## src/rtl/accum_pkg.sv

```systemverilog
// accum_pkg: shared types and defaults for the round-robin accumulator scheduler.
//   state_t    : scheduler FSM states (IDLE / RUN / SNAP)
//   DEF_*      : default increment width, accumulator width and window length
//   ptr_w()    : width of a requester index / round-robin pointer
package accum_pkg;

    typedef enum logic [1:0] {
        IDLE = 2'd0,
        RUN  = 2'd1,
        SNAP = 2'd2
    } state_t;

    localparam int DEF_DW     = 8;
    localparam int DEF_AW     = 16;
    localparam int DEF_WINDOW = 256;

    // At least one bit so a 1-requester build still has a legal vector.
    function automatic int ptr_w(input int n);
        return (n > 1) ? $clog2(n) : 1;
    endfunction

endpackage

```

## src/rtl/rr_arbiter.sv

```systemverilog
// rr_arbiter: rotate-priority one-hot select starting at ptr, plus the ptr register.
//   clk, rst_n : clock, asynchronous active-low reset
//   clear      : synchronous pointer reset to 0
//   en         : grant enable (grant forced to 0 when low)
//   req_valid  : pending requests, one bit per requester
//   grant      : one-hot grant, at most one bit set
//   idx        : encoded index of the selected requester
module rr_arbiter
    import accum_pkg::*;
#(
    parameter  int N_REQ = 4,
    localparam int PW    = ptr_w(N_REQ)
) (
    input  logic             clk,
    input  logic             rst_n,
    input  logic             clear,
    input  logic             en,
    input  logic [N_REQ-1:0] req_valid,
    output logic [N_REQ-1:0] grant,
    output logic [PW-1:0]    idx
);

    logic [PW-1:0] ptr;
    logic [PW:0]   cand;
    logic          found;

    // Walk ptr, ptr+1, ... modulo N_REQ; the first valid requester wins.
    // cand is one bit wider so ptr+k never wraps before the modulo fold.
    always_comb begin
        idx   = '0;
        found = 1'b0;
        cand  = '0;
        for (int k = 0; k < N_REQ; k++) begin
            cand = {1'b0, ptr} + (PW+1)'(k);
            if (cand >= (PW+1)'(N_REQ))
                cand = cand - (PW+1)'(N_REQ);
            if (!found && req_valid[cand[PW-1:0]]) begin
                found = 1'b1;
                idx   = cand[PW-1:0];
            end
        end
        grant = (en && found) ? ({{(N_REQ-1){1'b0}}, 1'b1} << idx) : '0;
    end

    // Advance past the winner only on an actual handshake.
    always_ff @(posedge clk or negedge rst_n) begin
        if (!rst_n)
            ptr <= '0;
        else if (clear)
            ptr <= '0;
        else if (|grant)
            ptr <= (idx == PW'(N_REQ - 1)) ? '0 : idx + PW'(1);
    end

endmodule

```

## src/rtl/accum_rr_sched.sv

```systemverilog
// accum_rr_sched: round-robin shared accumulator with fixed-length measurement windows.
//   clk, rst_n : clock, asynchronous active-low reset
//   enable     : 1 runs windows, 0 pauses (acc and window count held)
//   clear      : synchronous clear of acc, window, overflow, pointer, grant_id
//   req_valid  : per-requester pending flag
//   req_data   : per-requester unsigned increment, requester i in [i*DW +: DW]
//   req_ready  : one-hot grant
//   grant_id   : index of the last accepted requester
//   acc_out    : live accumulator
//   snap_out   : accumulator captured at the last window end
//   snap_valid : one-cycle pulse when snap_out updates
//   overflow   : sticky accumulator carry-out flag
module accum_rr_sched
    import accum_pkg::*;
#(
    parameter  int N_REQ  = 4,
    parameter  int DW     = DEF_DW,
    parameter  int AW     = DEF_AW,
    parameter  int WINDOW = DEF_WINDOW,
    localparam int PW     = ptr_w(N_REQ),
    localparam int CW     = $clog2(WINDOW)
) (
    input  logic                clk,
    input  logic                rst_n,
    input  logic                enable,
    input  logic                clear,
    input  logic [N_REQ-1:0]    req_valid,
    input  logic [N_REQ*DW-1:0] req_data,
    output logic [N_REQ-1:0]    req_ready,
    output logic [PW-1:0]       grant_id,
    output logic [AW-1:0]       acc_out,
    output logic [AW-1:0]       snap_out,
    output logic                snap_valid,
    output logic                overflow
);

    state_t        state, state_nx;
    logic [CW-1:0] wcnt;
    logic [AW-1:0] acc;
    logic [PW-1:0] idx;
    logic [DW-1:0] data;
    logic [AW:0]   sum;
    logic          run, last, hs;

    assign run     = (state == RUN) && !clear;
    assign last    = (wcnt == CW'(WINDOW - 1));
    assign hs      = |req_ready;
    assign data    = req_data[int'(idx)*DW +: DW];
    assign sum     = {1'b0, acc} + {{(AW+1-DW){1'b0}}, data};
    assign acc_out = acc;

    rr_arbiter #(.N_REQ(N_REQ)) u_arb (
        .clk       (clk),
        .rst_n     (rst_n),
        .clear     (clear),
        .en        (run),
        .req_valid (req_valid),
        .grant     (req_ready),
        .idx       (idx)
    );

    always_ff @(posedge clk or negedge rst_n) begin
        if (!rst_n)
            state <= IDLE;
        else
            state <= state_nx;
    end

    // A completed window always closes through SNAP, even if enable drops
    // on its last RUN cycle, so the counter never runs past WINDOW-1.
    always_comb begin
        state_nx = state;
        state_nx = clear                      ? IDLE :
                   (state == RUN && last)     ? SNAP :
                   enable                     ? RUN  : IDLE;
    end

    always_ff @(posedge clk or negedge rst_n) begin
        if (!rst_n) begin
            wcnt       <= '0;
            acc        <= '0;
            snap_out   <= '0;
            snap_valid <= 1'b0;
            overflow   <= 1'b0;
            grant_id   <= '0;
        end else begin
            snap_valid <= 1'b0;
            if (clear) begin
                wcnt     <= '0;
                acc      <= '0;
                overflow <= 1'b0;
                grant_id <= '0;
            end else if (state == SNAP) begin
                snap_out   <= acc;
                acc        <= '0;
                wcnt       <= '0;
                snap_valid <= 1'b1;
            end else if (state == RUN) begin
                // Count saturates at WINDOW-1 and is cleared at the SNAP edge.
                if (!last)
                    wcnt <= wcnt + CW'(1);
                if (hs) begin
                    acc      <= sum[AW-1:0];
                    grant_id <= idx;
                    overflow <= overflow | sum[AW];
                end
            end
        end
    end

endmodule

```

## config.mk

```make
export PLATFORM = sky130hd
export DESIGN_NAME = accum_rr_sched
export DESIGN_NICKNAME = d
export VERILOG_FILES = /design/src/rtl/accum_pkg.sv /design/src/rtl/rr_arbiter.sv /design/src/rtl/accum_rr_sched.sv
export SDC_FILE = /design/constraint.sdc
export NUM_CORES = 1
export LEC_CHECK = 0
export CAP_MARGIN = 0
export CORE_ASPECT_RATIO = 0.7
export CORE_MARGIN = 2
export CORE_UTILIZATION = 33
export DETAILED_ROUTE_END_ITERATION = 7
export GPL_ROUTABILITY_DRIVEN = 0
export GPL_TIMING_DRIVEN = 0
export PLACE_DENSITY = 0.57
export RECOVER_POWER = 100
export SLEW_MARGIN = 20
export SYNTH_ARGS = -nofsm -noshare
export SYNTH_HDL_FRONTEND = slang
export SYNTH_SLANG_ARGS = --single-unit
```

## constraint.sdc

```tcl
create_clock -name clk -period 5.5 [get_ports clk]
set_clock_uncertainty 0.2 [all_clocks]
set_input_delay 0.825 -clock clk [delete_from_list [all_inputs] [get_ports clk]]
set_output_delay 0.825 -clock clk [all_outputs]
set_load 0.005 [all_outputs]
```

# Word-level counts from Yosys, hierarchy flattened
# Index checks and enable logic that the tools add are counted.
# op_classes
n_addsub	10
multipliers	0
div_mod_pow	0
magnitude_cmp	8
eq_ne	6
n_shift	2
mux	45
bitwise_logic	2
n_reduce_logical	19
# op_table
cell	count
16-bit two-way mux	4
2-bit two-way mux	17
8-bit two-way mux	4
32-bit by 6-bit variable part select with 8-bit output	1
16-bit by 8-bit adder with 17-bit output	1
1-bit two-way mux	15
2-bit by 3-bit < comparator with 1-bit output, second input constant	4
3-bit greater-or-equal comparator, second input constant	3
8-bit by 1-bit adder with 8-bit output, second input constant	1
1-bit binary-select mux with 2-bit select	4
8-bit equality test, second input constant	1
2-bit by 1-bit subtractor with 2-bit output, second input constant	4
2-bit by 2-bit adder with 3-bit output, second input constant	2
1-bit logical AND	6
2-bit AND reduction	3
3-bit nonzero test	2
2-bit equality test, second input constant	2
1-bit zero test	4
4-bit two-way mux	1
2-bit nonzero test	2
4-bit OR reduction	1
1-bit by 2-bit left shift with 4-bit output, first input constant	1
2-bit by 1-bit adder with 3-bit output, second input constant	1
2-bit by 3-bit greater-or-equal comparator with 1-bit output, second input constant	1
other kinds (7)	7
# word_totals
reg_bits	48
latch_bits	0
ramBits	0
mem_bits_ro	0
input_bits	40
out_inout_bits	40
wordCells	100
mem_count	0

# Depth between registers and ports, before layout
# Gate-level depths: netlist of run 1.
# logic_depth
depth_word	21
mapped_depth	15
depth_no_buf	13

# By module
# Synthesis of run 1 repeated with hierarchy kept, for this count alone.
# unflattened
cells_unflattened	243
area_unflattened_um2	2727.6
# modules_own_cells
module	instances	cells_each	area_each_um2
accum_rr_sched	1	213	2481.1
rr_arbiter	1	30	246.5

# Least setup slack after synthesis of run 1
# OpenSTA, ideal clock, no wires.
# synth_timing
kind	in2reg
start	input port req_valid[3]
end	register overflow
setup_time_ns	0.077
t_arrival_ns	3.526
required_time_ns	5.223
slack_ns	1.696
path_stages	15
path_buffers	2
cell_sequence	inv_1 a221o_1 a22oi_2 buf_6 buf_12 mux2i_1 mux2i_1 ha_1 inv_1 fa_1 nand3b_1 a21oi_2 o21ai_4 or4_1 a21oi_1
# synth_via
elab_chain_cells	19
elab_cells_between_ends	35
cone_classes	add/sub (1); shift (2); mux (21); bitwise (1); reduce/logical (10)
# synth_lines
item	line	text
start: declaration	accum_rr_sched.sv:27	input logic [N_REQ-1:0] req_valid,
1-bit binary-select mux with 2-bit select	rr_arbiter.sv:37	if (!found && req_valid[cand[PW-1:0]]) begin
1-bit two-way mux (implied by the code)	rr_arbiter.sv:37	
1-bit two-way mux	rr_arbiter.sv:37	
1-bit zero test	rr_arbiter.sv:37	
1-bit logical AND	rr_arbiter.sv:37	
1-bit two-way mux	rr_arbiter.sv:37	
1-bit zero test	rr_arbiter.sv:37	
1-bit logical AND	rr_arbiter.sv:37	
[... 3 more ...]	--	
2-bit two-way mux	rr_arbiter.sv:37	
32-bit by 6-bit variable part select with 8-bit output	accum_rr_sched.sv:48	assign data = req_data[int'(idx)*DW +: DW];
16-bit by 8-bit adder with 17-bit output	accum_rr_sched.sv:49	assign sum = {1'b0, acc} + {{(AW+1-DW){1'b0}}, data};
1-bit bitwise OR	accum_rr_sched.sv:105	overflow <= overflow | sum[AW];
1-bit two-way mux	accum_rr_sched.sv:102	if (hs) begin
1-bit two-way mux	accum_rr_sched.sv:98	end else if (state == RUN) begin
1-bit two-way mux	accum_rr_sched.sv:93	end else if (state == SNAP) begin
1-bit two-way mux	accum_rr_sched.sv:88	if (clear) begin
end signal: assignment	accum_rr_sched.sv:105	
end: declaration	accum_rr_sched.sv:34	output logic overflow
# Parallel ways exist; a longest one is shown, timed or not. The select of a mux whose other input is x is not followed.
# A chain may end at the register's enable or synchronous reset.

# Worst setup path in the final report of run 1
# layout_timing
start	input port req_valid[1]
end	register overflow
# Same word-level chain as after synthesis.

==> results of run 1 <==
[sequential cells by signal (all words and copies together) (netlist names)]
name        count
acc_out        16
grant_id        2
overflow        1
snap_out       16
snap_valid      1
state           2
u_arb.ptr       2
wcnt            8
[cells in the mapped netlist (all sizes together), types with 2 or more instances]
cell / n
and3: 9
a21oi: 15
mux2: 17
a31oi: 3
or4: 5
a221o: 3
nor3b: 3
nand3: 7
inv: 11
mux2i: 28
a21o: 5
buf: 8
or3: 2
xnor2: 3
clkbuf: 2
nand4: 4
nand2b: 5
o31ai: 4
o211ai: 2
xor2: 10
dfrtp: 48
o21ai: 8
nor3: 4
ha: 15
nor2: 17
nand2: 22
[stage by stage]
| step | hold WS, ns | setup slack, ns | cells | total power [mW] | area, um^2 |
|---|---|---|---|---|---|
| final | 0.281 | 0.872 | 473 | 0.803 | 3920 |
| after global routing | 0.313 | 0.528 | 473 | 0.845 | 3920 |
| after CTS | 0.293 | 1.04 | 473 | 0.822 | 3970 |
| after detailed placement | 0.278 | 0.761 | 468 | 0.536 | 3840 |
| after global placement | 0.268 | 0.800 | 468 | 0.534 | 3840 |
| after floorplan | 0.278 | 1.70 | 269 | 0.468 | 2900 |
[power by group]
part	total, mW	leakage [nW]	switching [mW]	internal [mW]
registers	0.364	0.667	0.00586	0.359
clock network	0.282	0.0616	0.121	0.161
logic	0.156	1.12	0.0772	0.0788
total	0.803	1.85	0.205	0.598
[metal layers]
metal  vias to the layer above  part of all wire (%)
met2                        55                    44
met5                         -                     0
met1                      1100                    50
met3                         6                   5.1
met4                         0                  0.39
li1                       1131                     -
[worst reg2reg max path: stages (launching register included)]
cell      delay [ns]
dfrtp_1         0.35
inv_1           0.07
a221o_1         0.32
a22oi_1         0.20
buf_6           0.21
buf_12          0.17
mux2i_1         0.08
mux2i_1         0.17
ha_1            0.20
inv_1           0.05
fa_1            0.39
nand3b_1        0.20
a21oi_1         0.33
o21ai_4         0.15
or4_1           0.49
a21oi_1         0.15
[cell families (layout without fill, tap and decap cells)]
| logic type | count (synthesis) | count (layout) | synth area share (%) |
|---|---|---|---|
| buf+inv | 21 | 105 | 4.53 |
| flops | 48 | 48 | 41.4 |
| xor+xnor | 13 | 13 | 3.92 |
| compound gates | 45 | 45 | 11.1 |
| mux | 45 | 45 | 16.2 |
| fa+ha+maj | 16 | 16 | 7.16 |
| simple gates | 81 | 81 | 15.6 |
[final timing paths]
path | from | slack (ns) | to | depth (start not counted)
hold / removal | snap_out[7]$_DFFE_PN0P_ | 0.28 | snap_out[7]$_DFFE_PN0P_ | 1
hold reg to reg | snap_out[7]$_DFFE_PN0P_ | 0.28 | snap_out[7]$_DFFE_PN0P_ | 1
min in group asynchronous | rst_n | 1.15 | wcnt[6]$_DFFE_PN0P_ | 1
setup reg to reg | u_arb.ptr[0]$_DFFE_PN0P_ | 1.69 | overflow$_DFFE_PN0P_ | 15
setup / recovery | req_valid[1] | 0.87 | overflow$_DFFE_PN0P_ | 16
max in group asynchronous | rst_n | 2.46 | acc_out[9]$_DFFE_PN0P_ | 1
[area by class of cell]
type	count	area (um^2)
clock buffers	5	125
well taps	120	150
inverters	11	41.3
repair buffers	79	785
fillers	843	4590
plain buffers	10	76.3
multi-input cells	200	1540
flip-flops and latches	48	1200
==> flow_metrics.env, run 1 <==
export IMPL_slew_violations=49
export IMPL_ir_drop_mv=0.129
export IMPL_ant_nets=0
export IMPL_cp_cell_sequence="dlygate4sd3_1, inv_1, a221o_1, a22oi_1, buf_6, buf_12, mux2i_1, mux2i_1, ha_1, inv_1, fa_1, nand3b_1, a21oi_1, o21ai_4, or4_1, a21oi_1"
export IMPL_crit_buf_inv=5
export IMPL_drc=0
export IMPL_grt_max_degree=49
export IMPL_violations="max-capacitance violations, max-slew violations"
export IMPL_synth_top_cell_area_share_pct=41.4
export IMPL_ys_top_cells_by_area="dfrtp_1 (41%), mux2i_1 (9.7%), ha_1 (6.5%)"
export IMPL_max_stage_delay_ns=0.61
export IMPL_syn_avg_cell_area_um2=10.8
export IMPL_tns_ns=0
export IMPL_utilization_pct=46.0
export IMPL_area_growth_pct=35.0
export IMPL_synth_seq_cells=48
export IMPL_worstPathMaxFanout=11
export IMPL_cts_tree="done"
export IMPL_io_buffers=79
export IMPL_grt_antenna_before_repair=0
export IMPL_crit_arrival_ns=4.64
export IMPL_drive_gt1_share_pct=9.92
export IMPL_yosysWarnings=0
export IMPL_syn_area_mm2=0.00290
export IMPL_synthFlopType="dfrtp_1"
export IMPL_cts_buffer_depth=2
export IMPL_final_common_cell="dfrtp_1"
export IMPL_worstSetupPathType="primary input to flop"
export IMPL_grt_use_met2_pct=23.2
export IMPL_postCtsSetupRepairBufs=0
export IMPL_hold_violations=0
export IMPL_diodes=0
export IMPL_root_buffer="clkbuf_16"
export IMPL_cts_sinks=48
export IMPL_vias=2292
export IMPL_hpwl_mm=5.42
export IMPL_maxSlewHeadroom_pct=-74.1
export IMPL_powerDensity_mw_per_mm2=205
export IMPL_p_leak_nw=1.85
export IMPL_dieWidth_um=116
export IMPL_gr_usage_met1_pct=22.5
export IMPL_fin_nets=411
export IMPL_vias_per_cell=4.85
export IMPL_core_mm2=0.00851
export IMPL_grt_busiest_layer="met2"
export IMPL_critPathTopFamily="compound AO/OA/AOI/OAI gates"
export IMPL_yosysSeqAreaShare_pct=41.4
export IMPL_grt_setup_unrepaired="no"
export IMPL_fp_row_count=28
export IMPL_worst_pin_slew_ns=2.61
export IMPL_numCtsBuffers=5
export IMPL_final_cell_mix="dfrtp_1 (48), dlygate4sd3_1 (42), clkdlybuf4s50_1 (36), mux2i_1 (28), nand2_1 (22)"
export IMPL_maxCapViolCount=1
export IMPL_gr_usage_all_layers_pct=15.3
export IMPL_initial_utilization_pct=34.1
export IMPL_netlist_cell_type_count=51
export IMPL_crit_required_ns=5.51
export IMPL_hold_path_class="flop to flop"
export IMPL_yosys_area_top_type="dfrtp_1"
export IMPL_die_area_mm2=0.00957
export IMPL_wirelength_mm=6.97
export IMPL_synthArstFlopShare_pct=100
export IMPL_grt_pass1_vias=2220
export IMPL_synth_cells=269
export IMPL_boundaryPins=80
export IMPL_clkLatencyLatePin_ns=0.29
export IMPL_slowest_stage="dlygate4sd3_1"
export IMPL_drt_iter0_drc=35
export IMPL_hold_buffers=0
export IMPL_overflow=0
export IMPL_setup_viol=0
export IMPL_fin_crit_sh_pct=84.1
export IMPL_post_drt_wl_per_cell_um=14.7
export IMPL_crit_path_start_kind="primary input"
export IMPL_grt_pass1_wl_mm=11.3
export IMPL_cts_resized_gates=0
export IMPL_synth_nets=325
export IMPL_max_clock_freq_mhz=216
export IMPL_met3_usage_pct=3.94
export IMPL_synth_edf_count=0
export IMPL_chipHeight_um=82.5
export IMPL_htree_num_levels=2
export IMPL_dr_pass1_iters=4
export IMPL_outcome="finished, violations left"
export IMPL_endpoint_kind="flop"
export IMPL_clk_pin_slew_ns=0.06
export IMPL_period_minus_slack_ns=4.63
Power figures use the tool's default switching activity.
==> run 2, diff against run 1 <==
PLACE_DENSITY = 0.6   (was 0.57)
clock period = 3.8 ns   (was 5.5 ns; I/O delays follow)
==> flow_metrics.env, run 2 (synthesized netlist as in run 1, its figures left out) <==
export IMPL_outcome="finished, final reports clean"
export IMPL_overflow=0
export IMPL_max_clock_freq_mhz=278
export IMPL_worstPathMaxFanout=6
export IMPL_grt_pass1_wl_mm=11.2
export IMPL_power_frac_clock_pct=36.5
export IMPL_worst_pin_slew_ns=1.40
export IMPL_p_sw_share_pct=25.6
export IMPL_grt_pass1_vias=2308
export IMPL_slowest_stage="or4_4"
export IMPL_clk_pin_slew_ns=0.07
export IMPL_crit_path_start_kind="primary input"
export IMPL_grt_antenna_before_repair=0
export IMPL_crit_arrival_ns=3.62
export IMPL_chipHeight_um=82.5
export IMPL_slew_violations=0
export IMPL_rrSetupSlack_ns=0.33
export IMPL_cts_tree="done"
export IMPL_fp_row_count=28
export IMPL_die_area_mm2=0.00957
export IMPL_finish_instance_area_mm2=0.00407
export IMPL_hold_path_class="flop to flop"
export IMPL_fin_crit_sh_pct=94.8
export IMPL_maxCapViolCount=0
export IMPL_cp_startpoint="req_valid[0]"
export IMPL_fin_nets=423
export IMPL_worstSetupPathType="primary input to flop"
export IMPL_hold_violations=0
export IMPL_cts_sinks=48
export IMPL_pwr_share_comb_pct=20.0
export IMPL_crit_required_ns=3.82
export IMPL_drc=0
export IMPL_worst_slack_ns=0.197
export IMPL_post_drt_wl_per_cell_um=14.1
export IMPL_ir_drop_mv=0.161
export IMPL_io_buffers=79
export IMPL_endpoint_kind="flop"
export IMPL_hold_buffers=0
export IMPL_crit_top_cell="a21oi_2"
export IMPL_hpwl_mm=5.32
export IMPL_p_int_mw=0.904
export IMPL_wirelength_mm=6.91
export IMPL_ant_nets=0
export IMPL_dr_pass1_iters=4
export IMPL_core_mm2=0.00851
export IMPL_reg2reg_depth=15
export IMPL_grt_setup_unrepaired="no"
export IMPL_final_common_cell="dfrtp_1"
export IMPL_pwr_share_seq_pct=43.4
export IMPL_root_buffer="clkbuf_16"
export IMPL_finalPower_mw=1.21
export IMPL_vias=2319
export IMPL_final_cell_mix="dfrtp_1 (48), dlygate4sd3_1 (39), clkdlybuf4s50_1 (35), mux2i_1 (27), nand2_1 (22)"
export IMPL_drive_gt1_share_pct=17.1
export IMPL_htree_num_levels=2
export IMPL_crit_path_end="overflow$_DFFE_PN0P_"
export IMPL_maxSlewHeadroom_pct=6.95
export IMPL_placed_cells=469
export IMPL_cts_buffer_depth=2
export IMPL_drt_iter0_drc=105
export IMPL_diodes=0
export IMPL_initial_utilization_pct=34.1
export IMPL_gr_usage_all_layers_pct=14.8
export IMPL_clkLatencyLatePin_ns=0.28
export IMPL_tns_ns=0
export IMPL_dp_slack_ns=-0.689
export IMPL_powerDensity_mw_per_mm2=298
export IMPL_regToRegEndpoint="overflow$_DFFE_PN0P_"
export IMPL_switchingPower_mw=0.311
export IMPL_fin_cells=488
export IMPL_numCtsBuffers=5
export IMPL_dieWidth_um=116
export IMPL_cp_cell_sequence="dlygate4sd2_1, a221o_1, a22oi_2, buf_6, buf_4, mux2i_1, mux2i_4, ha_2, inv_1, fa_2, nand3b_1, a21oi_2, o21ai_2, or4_4, a21oi_2"
export IMPL_setup_viol=0
export IMPL_max_stage_delay_ns=0.55
export IMPL_area_growth_pct=40.2
export IMPL_grt_max_degree=27
export IMPL_p_leak_nw=1.93
export IMPL_reg2reg_from="u_arb.ptr[0]$_DFFE_PN0P_"
export IMPL_vias_per_cell=4.75
export IMPL_boundaryPins=80
export IMPL_postPlaceCellArea_mm2=0.00387
export IMPL_period_minus_slack_ns=3.60
-- run 2: cell types whose count changed in the layout (fill, tap and decap cells not counted), moves of 2 or more --
cell and delta:
a21oi_2 +2, clkbuf_1 -2, clkbuf_2 +3, a21oi_1 -2, buf_4 +12, dlygate4sd3_1 -3, dlygate4sd2_1 +2, clkinv_2 +2
-- run 2: layer usage --
| layer | share of wire (%) | global-route usage, % | up-vias |
|---|---|---|---|
| li1 | - | - | 1160 |
| met1 | 50 | 20.9 | 1109 |
| met2 | 45 | 23.7 | 45 |
| met3 | 4.5 | 3.72 | 5 |
| met4 | 0.41 | 2.14 | 0 |
| met5 | 0 | 0 | - |
-- run 2: repair_timing --
action                                 4_1_cts  5_1_grt
endpoints found under the hold margin        0        0
setup endpoints to repair                   10        6
buffers inserted                            10        1
resized for setup                           10        9
pin swaps                                    8        6
-- run 2: worst min-delay path by stage --
stage | startpoint | to | slack [ns] | cells past startpoint
after CTS | rst_n | snap_out[9]$_DFFE_PN0P_ | 0.13 | 1
after floorplan | rst_n | acc_out[0]$_DFFE_PN0P_ | 0.07 | 0
after global routing | snap_out[12]$_DFFE_PN0P_ | snap_out[12]$_DFFE_PN0P_ | 0.31 | 1
final | snap_out[8]$_DFFE_PN0P_ | snap_out[8]$_DFFE_PN0P_ | 0.29 | 1
after detailed placement | snap_out[7]$_DFFE_PN0P_ | snap_out[7]$_DFFE_PN0P_ | 0.27 | 1
after global placement | snap_out[7]$_DFFE_PN0P_ | snap_out[7]$_DFFE_PN0P_ | 0.27 | 1
-- run 2: per-stage QoR --
step / hold slack [ns] / util [%]
6_report: 0.289 / 47.8
2_1_floorplan: 0.0744 / -
5_1_grt: 0.310 / 47.8
3_5_place_dp: 0.274 / 45.4
3_3_place_gp: 0.269 / 45.1
4_1_cts: 0.127 / 48.1
-- run 2: worst max-delay path, delay by kind of cell --
kind                     cells  cell delay, ns
adder cells (fa/ha/maj)      2            0.54
AND/OR/NAND/NOR              2            0.75
multiplexers                 2            0.25
AO/OA/AOI/OAI                5            0.93
buffers and inverters        4            0.58
-- run 2: layout make-up --
| class | count | area (um^2) |
|---|---|---|
| plain buffers | 10 | 82.6 |
| clock buffers | 6 | 139 |
| clock inverters | 2 | 10.0 |
| fillers | 797 | 4440 |
| inverters | 11 | 53.8 |
| multi-input cells | 200 | 1580 |
| flip-flops and latches | 48 | 1200 |
| well taps | 120 | 150 |
| repair buffers | 91 | 858 |
-- run 2: power groups by stage --
stage / clock network [mW] / logic, mW / registers (mW)
4_1_cts: 0.450 / 0.254 / 0.528
5_1_grt: 0.477 / 0.269 / 0.529
6_report: 0.444 / 0.244 / 0.528
3_3_place_gp: 0 / 0.234 / 0.537
2_1_floorplan: 0 / 0.142 / 0.535
3_5_place_dp: 0 / 0.239 / 0.537
